[config.mk]
export PLATFORM = sky130hd
export DESIGN_NAME = alu_issue
export DESIGN_NICKNAME = d
export VERILOG_FILES = /design/src/rtl/alu_issue.sv
export SDC_FILE = /design/constraint.sdc
export NUM_CORES = 1
export LEC_CHECK = 0
export ABC_AREA = 1
export CORE_ASPECT_RATIO = 1.4
export CORE_MARGIN = 2
export CORE_UTILIZATION = 47
export CTS_BUF_LIST = sky130_fd_sc_hd__clkbuf_16
export DETAILED_ROUTE_END_ITERATION = 10
export PLACE_DENSITY = 0.8
export SKIP_LAST_GASP = 1
export SLEW_MARGIN = 15
export SYNTH_ARGS = -nofsm -noshare
export SYNTH_HDL_FRONTEND = slang
export SYNTH_SLANG_ARGS = --single-unit
[constraint.sdc]
create_clock -name clk -period 2.1 [get_ports clk]
set_input_delay 0.42 -clock clk [delete_from_list [all_inputs] [get_ports clk]]
set_output_delay 0.42 -clock clk [all_outputs]
set_load 0.02 [all_outputs]
[src/rtl/alu_issue.sv]
// Two-stage issue/writeback front end for a MIPS R-type ALU.
// S1 holds decoded operands for an external combinational ALU. S2 holds the
// ALU result until the writeback consumer accepts it. Operands are forwarded
// from S1 (live ALU result) and from S2 (pending writeback data).
module alu_issue #(
    parameter int N = 31
) (
    input  logic         clk,
    input  logic         reset,
    input  logic         in_valid,
    output logic         in_ready,
    input  logic [31:0]  instr,
    output logic [4:0]   rs_addr,
    output logic [4:0]   rt_addr,
    input  logic [N:0]   rs_data,
    input  logic [N:0]   rt_data,
    output logic [N:0]   alu_a,
    output logic [N:0]   alu_b,
    output logic [5:0]   alu_op,
    input  logic [N:0]   alu_result,
    output logic         wb_valid,
    input  logic         wb_ready,
    output logic [4:0]   wb_addr,
    output logic [N:0]   wb_data,
    output logic         wb_we,
    output logic         err,
    output logic [15:0]  retired
);

    localparam int W = N + 1;

    // Pipeline state
    logic         s1_valid_q, s1_valid_d;
    logic [4:0]   s1_rd_q,    s1_rd_d;
    logic [N:0]   alu_a_q,    alu_a_d;
    logic [N:0]   alu_b_q,    alu_b_d;
    logic [5:0]   alu_op_q,   alu_op_d;
    logic         s2_valid_q, s2_valid_d;
    logic [4:0]   wb_addr_q,  wb_addr_d;
    logic [N:0]   wb_data_q,  wb_data_d;
    logic         wb_we_q,    wb_we_d;
    logic         err_q,      err_d;
    logic [15:0]  retired_q,  retired_d;

    // Handshake and decode signals
    logic         s1_move_s;
    logic         accept_s;
    logic         wb_fire_s;
    logic         legal_s;
    logic [N:0]   rs_val_s;
    logic [N:0]   rt_val_s;

    // Only opcode 0 with one of the supported function codes is executable.
    function automatic logic is_legal(input logic [31:0] ins);
        logic ok;
        case (ins[5:0])
            6'b100001, 6'b100011, 6'b100100, 6'b100101,
            6'b100110, 6'b100111, 6'b101010,
            6'b000000, 6'b000010, 6'b000011,
            6'b000100, 6'b000110, 6'b000111: ok = 1'b1;
            default:                         ok = 1'b0;
        endcase
        return ok && (ins[31:26] == 6'b000000);
    endfunction

    function automatic logic is_shift_imm(input logic [5:0] fn);
        return (fn == 6'b000000) || (fn == 6'b000010) || (fn == 6'b000011);
    endfunction

    function automatic logic is_shift_var(input logic [5:0] fn);
        return (fn == 6'b000100) || (fn == 6'b000110) || (fn == 6'b000111);
    endfunction

    // Youngest in-flight producer wins; register $0 is never forwarded.
    function automatic logic [N:0] fwd(
        input logic [4:0] src,
        input logic [N:0] rf_val,
        input logic       s1_v,
        input logic [4:0] s1_rd,
        input logic [N:0] s1_res,
        input logic       s2_v,
        input logic [4:0] s2_rd,
        input logic [N:0] s2_res
    );
        logic [N:0] v;
        if (s1_v && (s1_rd == src) && (src != 5'd0)) begin
            v = s1_res;
        end else if (s2_v && (s2_rd == src) && (src != 5'd0)) begin
            v = s2_res;
        end else begin
            v = rf_val;
        end
        return v;
    endfunction

    assign rs_addr   = instr[25:21];
    assign rt_addr   = instr[20:16];
    assign s1_move_s = s1_valid_q && (!s2_valid_q || wb_ready);
    assign in_ready  = !s1_valid_q || s1_move_s;
    assign accept_s  = in_valid && in_ready;
    assign wb_fire_s = s2_valid_q && wb_ready;
    assign legal_s   = is_legal(instr);

    assign rs_val_s = fwd(rs_addr, rs_data, s1_valid_q, s1_rd_q, alu_result,
                          s2_valid_q, wb_addr_q, wb_data_q);
    assign rt_val_s = fwd(rt_addr, rt_data, s1_valid_q, s1_rd_q, alu_result,
                          s2_valid_q, wb_addr_q, wb_data_q);

    // Next-state logic for both stages, the error flag and the retire counter.
    always_comb begin
        s1_valid_d = s1_valid_q;
        s1_rd_d    = s1_rd_q;
        alu_a_d    = alu_a_q;
        alu_b_d    = alu_b_q;
        alu_op_d   = alu_op_q;
        s2_valid_d = s2_valid_q;
        wb_addr_d  = wb_addr_q;
        wb_data_d  = wb_data_q;
        wb_we_d    = wb_we_q;
        err_d      = err_q;
        retired_d  = retired_q;

        // S1: a legal accept reloads it; otherwise a departing entry leaves a bubble.
        if (accept_s && legal_s) begin
            s1_valid_d = 1'b1;
            s1_rd_d    = instr[15:11];
            alu_op_d   = instr[5:0];
            if (is_shift_imm(instr[5:0])) begin
                alu_a_d = rt_val_s;
                alu_b_d = {{(W-11){1'b0}}, instr[10:6], 6'b000000};
            end else if (is_shift_var(instr[5:0])) begin
                alu_a_d = rt_val_s;
                alu_b_d = rs_val_s;
            end else begin
                alu_a_d = rs_val_s;
                alu_b_d = rt_val_s;
            end
        end else if (s1_move_s) begin
            s1_valid_d = 1'b0;
        end else begin
            s1_valid_d = s1_valid_q;
        end

        // Illegal words are consumed and flagged, never issued.
        if (accept_s && !legal_s) begin
            err_d = 1'b1;
        end else begin
            err_d = err_q;
        end

        // S2: capture the live ALU result as S1 drains into it.
        if (s1_move_s) begin
            s2_valid_d = 1'b1;
            wb_addr_d  = s1_rd_q;
            wb_data_d  = alu_result;
            wb_we_d    = (s1_rd_q != 5'd0);
        end else if (wb_fire_s) begin
            s2_valid_d = 1'b0;
            wb_we_d    = 1'b0;
        end else begin
            s2_valid_d = s2_valid_q;
        end

        if (wb_fire_s) begin
            retired_d = retired_q + 16'd1;
        end else begin
            retired_d = retired_q;
        end
    end

    // State registers with synchronous reset that overrides every event.
    always_ff @(posedge clk) begin
        if (reset) begin
            s1_valid_q <= 1'b0;
            s1_rd_q    <= 5'd0;
            alu_a_q    <= '0;
            alu_b_q    <= '0;
            alu_op_q   <= 6'd0;
            s2_valid_q <= 1'b0;
            wb_addr_q  <= 5'd0;
            wb_data_q  <= '0;
            wb_we_q    <= 1'b0;
            err_q      <= 1'b0;
            retired_q  <= 16'd0;
        end else begin
            s1_valid_q <= s1_valid_d;
            s1_rd_q    <= s1_rd_d;
            alu_a_q    <= alu_a_d;
            alu_b_q    <= alu_b_d;
            alu_op_q   <= alu_op_d;
            s2_valid_q <= s2_valid_d;
            wb_addr_q  <= wb_addr_d;
            wb_data_q  <= wb_data_d;
            wb_we_q    <= wb_we_d;
            err_q      <= err_d;
            retired_q  <= retired_d;
        end
    end

    assign alu_a    = alu_a_q;
    assign alu_b    = alu_b_q;
    assign alu_op   = alu_op_q;
    assign wb_valid = s2_valid_q;
    assign wb_addr  = wb_addr_q;
    assign wb_data  = wb_data_q;
    assign wb_we    = wb_we_q;
    assign err      = err_q;
    assign retired  = retired_q;

endmodule

# Word level (Yosys, flattened, before mapping)

Memories as Yosys holds them, arrays and structs flattened.
Index checks and enable logic that the tools add are counted.
W data, S select, Z words.

$add $sub $neg: 1
Eq/ne operators: 9
Mux-type cells: 13
Reductions and logical operators: 30

Operators by type and width:

| cell                    | count |
|---|---|
| $mux W32                | 8 |
| $eq A5 B5 Y1            | 4 |
| $eq A6 B3 Y1 const B    | 3 |
| $add A16 B1 Y16 const B | 1 |
| $reduce_bool A5 Y1      | 3 |
| $logic_and A1 B1 Y1     | 14 |
| $eq A6 B2 Y1 const B    | 2 |
| $logic_not A6 Y1        | 2 |
| $logic_or A1 B1 Y1      | 6 |
| $mux W1                 | 5 |
| $reduce_bool A2 Y1      | 2 |
| $logic_not A1 Y1        | 3 |

Flip-flop bits (word level): 132
Bits in read-only memories: 64
Output and inout bits: 137
Word-level logic and storage cells: 65
Memories kept: 1

Memory list:

| name            | words | width | read ports | clocked after memory_dff | write ports | line | text |
|---|---|---|---|---|---|---|---|
| (no name shown) | 64    | 1     | 1          | 0                        | 0           | 56   | `case (ins[5:0])` |

# Longest topological paths before layout

Depth in word-level cells: 7
Gate-level depth with buffers: 15
Depth with buffers taken out: 14

# Least setup slack after synthesis

No wires, ideal clock.

Kind: reg2reg
Start point: register s2_valid_q, in the netlist wb_valid
End point: register alu_b_q[27], in the netlist alu_b[27]
Setup time: 0.071 ns
Data arrival time: 1.680 ns
Data required time: 2.029 ns
Slack: 0.350 ns
Cell stages (with the launch flop): 9
Path buffers: 2
Cells stage by stage: dfxtp_1 > nand3_1 > nand2_1 > inv_1 > nand3_2 > buf_6 > clkbuf_1 > nand2_1 > a21oi_1

Word-level cells in the longest chain between the ends: 6

Ends and longest elaborated chain:

| element                  | line | text |
|---|---|---|
| start: declaration       | 38   | `logic s2_valid_q, s2_valid_d;` |
| start signal: assignment | 191  | `s2_valid_q <= s2_valid_d;` |
| $logic_not A1 Y1         | 98   | `assign s1_move_s = s1_valid_q && (!s2_valid_q \|\| wb_ready);` |
| $logic_or A1 B1 Y1       | 98   |  |
| $logic_and A1 B1 Y1      | 98   |  |
| $logic_or A1 B1 Y1       | 99   | `assign in_ready = !s1_valid_q \|\| s1_move_s;` |
| named net in_ready       | 11   | `output logic in_ready,` |
| $logic_and A1 B1 Y1      | 100  | `assign accept_s = in_valid && in_ready;` |
| $logic_and A1 B1 Y1      | 124  | `if (accept_s && legal_s) begin` |
| end signal: assignment   | 189  | `alu_b_q <= alu_b_d;` |
| end: declaration         | 36   | `logic [N:0] alu_b_q, alu_b_d;` |

The timed path passes the listed nets, and every way through them passes these cells.
A chain may end at the register's enable or synchronous reset.

# Final worst setup path

Start point: input port instr[19]
End point: output port rt_addr[3]

RTL lines:

| element            | line | text |
|---|---|---|
| start: declaration | 12   | `input logic [31:0] instr,` |
| end: declaration   | 14   | `output logic [4:0] rt_addr,` |

No word-level cell between the ends.

==> flow_summary.toml <==
[outcome]
outcome = "finished, final reports clean"

[timing]
fmax_ghz = 0.485
layout_setup_ws_ps = 40.0
final-max-slew-violation-count = 0
finalCritPeriodShare = 0.981
hold_viol = 0
rsz0062_at_grt = "yes"
finalSetupViolCount = 0
worst_pin_slew_ps = 522
relSlewSlack = 0.652
skew_ps = 8.33
finalCriticalPeriod_ps = 2060

[critical_path]
required_ps = 1680
cp-endpoint = "rt_addr[3]"
path_cells = "clkdlybuf4s50_1 -> buf_4 -> clkdlybuf4s50_1"
worst-setup-path-type = "in -> out"
reg2reg_slack_ps = 180
r2r_start = "wb_valid"
crit_path_end_kind = "primary output"
cp-startpoint = "instr[19]"
r2r-end = "alu_a[31]"
start_kind = "input pin"
critPathMaxFanout = 3
cp_common_cell = "clkdlybuf4s50_1"
cpPeakStageDelay_ps = 590
critPathSlowestCell = "clkdlybuf4s50_1"
critPathArrivalTime_ps = 1640
reg2reg_depth = 12

[place]
dp_slack_ps = -276
hpwl_um = 20700
place_inst = 1716
gp_congestion = 0.948
io_buffers = 268
place_area_mm2 = 0.0112

[synth]
yosysMostFrequentCell = "nand2_1"
yosysTopAreaCellShare = 0.331
synth_area_leaders = "dfxtp_1, nand3_1, nand2_1, inv_1, a21oi_1"
synthFlopType = "dfxtp_1"
ys_top_cells_by_count = "nand2_1, nand3_1, inv_1"
synth_nets = 1403
ys.warnings.count = 0
synth_top_area_cell = "dfxtp_1"
async_flop_share = 0
synth_area_mm2 = 0.00799
ys_seq_area_frac = 0.331
syn_avg_cell_area_um2 = 6.29
synth-seq-cells = 132
synth_edf_count = 0
synthDistinctLibCells = 29
synthCells = 1270

[cts]
cts_tree = "done"
cts_root_buf = "clkbuf_16"
numClockSinks = 132
clock_latency_ps = 430
cts_buffers = 17
ctsHoldBuffers = 0
h-tree-depth = 4
clk_pin_slew_ps = 60
clock_path_buffers = 2

[die]
dieArea_mm2 = 0.0181
die_y_um = 158
start_util = 0.479
fp-row-count = 56
die_x_um = 114
ioPinCount = 269
core_mm2 = 0.0167

[route]
via_count = 9800
drt-met1-wl_um = 10600
drc = 0
dr.pass1.iters = 8
drt-vias-per-instance = 5.60
topRoutingLayerUsed = "met4"
first_iter_violations = 990
wl_per_cell_um = 16.7
finalWirelength_um = 29300
route.met2.wl_um = 14300
drtAntennaViolNets = 0
route.met3.wl_um = 2830

[cells_and_area]
syn_to_final_growth_pct = 48.8
instances_no_fill = 1749
drive_above_1_share = 0.0893
nNetsFinal = 1666
antenna_cells = 0
final_area_mm2 = 0.0119

[global_route]
grt_use_total = 0.322
grt_overflow = 0
grt_max_degree = 77
antenna_found_initial = 0
grt_pass1_vias = 9484
grt_pass1_wl_um = 46000

[power_and_ir_drop]
peakVddDrop_mv = 0.387
leakagePower_nw = 5.20
total_power_w = 0.00657
p_per_area_mw_per_mm2 = 552

[hold_path]
hold_class = "reg -> reg"

[flow_run]
max-cap-violations = 0
## worst max-delay path: cells and delay by family
family | cells | cell delay (ps)
buf+inv | 3 | 1220
## state kept, by name, summed over array words and instances, names as in the netlist
register,flops
wb_addr,5
alu_op,6
err,1
wb_valid,1
wb_data,32
wb_we,1
alu_b,32
alu_a,32
retired,16
s1_rd_q,5
s1_valid_q,1
## how the worst min path moves through the flow
| stage | slack (ps) | cells past startpoint | from | endpoint |
|---|---|---|---|---|
| after floorplan | 480 | 2 | s1_rd_q[3] | s1_rd_q[3] |
| after detailed placement | 430 | 2 | alu_op[4] | alu_op[4] |
| after global placement | 420 | 2 | alu_op[4] | alu_op[4] |
| after global routing | 480 | 2 | alu_b[13] | alu_b[13] |
| final | 450 | 2 | alu_op[4] | alu_op[4] |
| after CTS | 450 | 2 | alu_op[4] | alu_op[4] |
## through the flow
stage / util / hold WS (ps) / setup TNS (ps)
detailed placement: 0.672 / 431 / -14800
floorplan: - / 480 / 0
CTS: 0.711 / 451 / 0
global route: 0.713 / 479 / -49.0
finish: 0.713 / 446 / 0
global placement: 0.672 / 425 / -10790
## kinds of logic after synthesis
kind of cell    Yosys count  synth area share
flops                   132             0.331
fa+ha+maj                 1           0.00157
compound gates          258             0.179
simple gates            615             0.345
xor+xnor                  2           0.00219
buf+inv                 262             0.142
## power breakdown
part / total (W) / switching [W] / internal [W]
sequential: 0.00251 / 0.00000299 / 0.00251
clock: 0.00333 / 0.00121 / 0.00212
combinational: 0.000726 / 0.000352 / 0.000374
total: 0.00657 / 0.00157 / 0.00500
## placed cells by master (no fill, tap or decap), types with 5 or more instances in the layout
cell	instances
nand2_2	8
clkbuf_16	17
nor2_1	27
nor2_4	9
inv_2	12
dfxtp_1	132
nand3_1	240
bufinv_16	5
inv_1	161
buf_4	40
o211ai_1	12
buf_12	22
o21ai_0	53
nand4_1	6
a21oi_1	121
o21ai_1	31
clkdlybuf4s50_1	262
nand2_1	310
o21a_1	39
## cell type report
| cell class | instances | area (um2) |
|---|---|---|
| Fill cell | 1410 | 4780 |
| Multi-Input combinational cell | 876 | 4250 |
| Timing Repair Buffer | 332 | 3440 |
| Sequential cell | 132 | 2640 |
| Inverter | 174 | 656 |
| Clock buffer | 17 | 425 |
| Tap cell | 203 | 254 |
| Clock inverter | 15 | 226 |
## metal layers
layer	GRT usage	up-vias
met2	0.562	574
li1	-	4661
met5	0	-
met1	0.343	4447
met3	0.0887	118
met4	0.196	0
## what timing repair did
action                     in CTS  in global routing
setup endpoints to repair       4                 18
pin swaps                       0                  3
setup buffers                   0                  1
gates resized for setup         4                  6
Power figures use the tool's default switching activity.
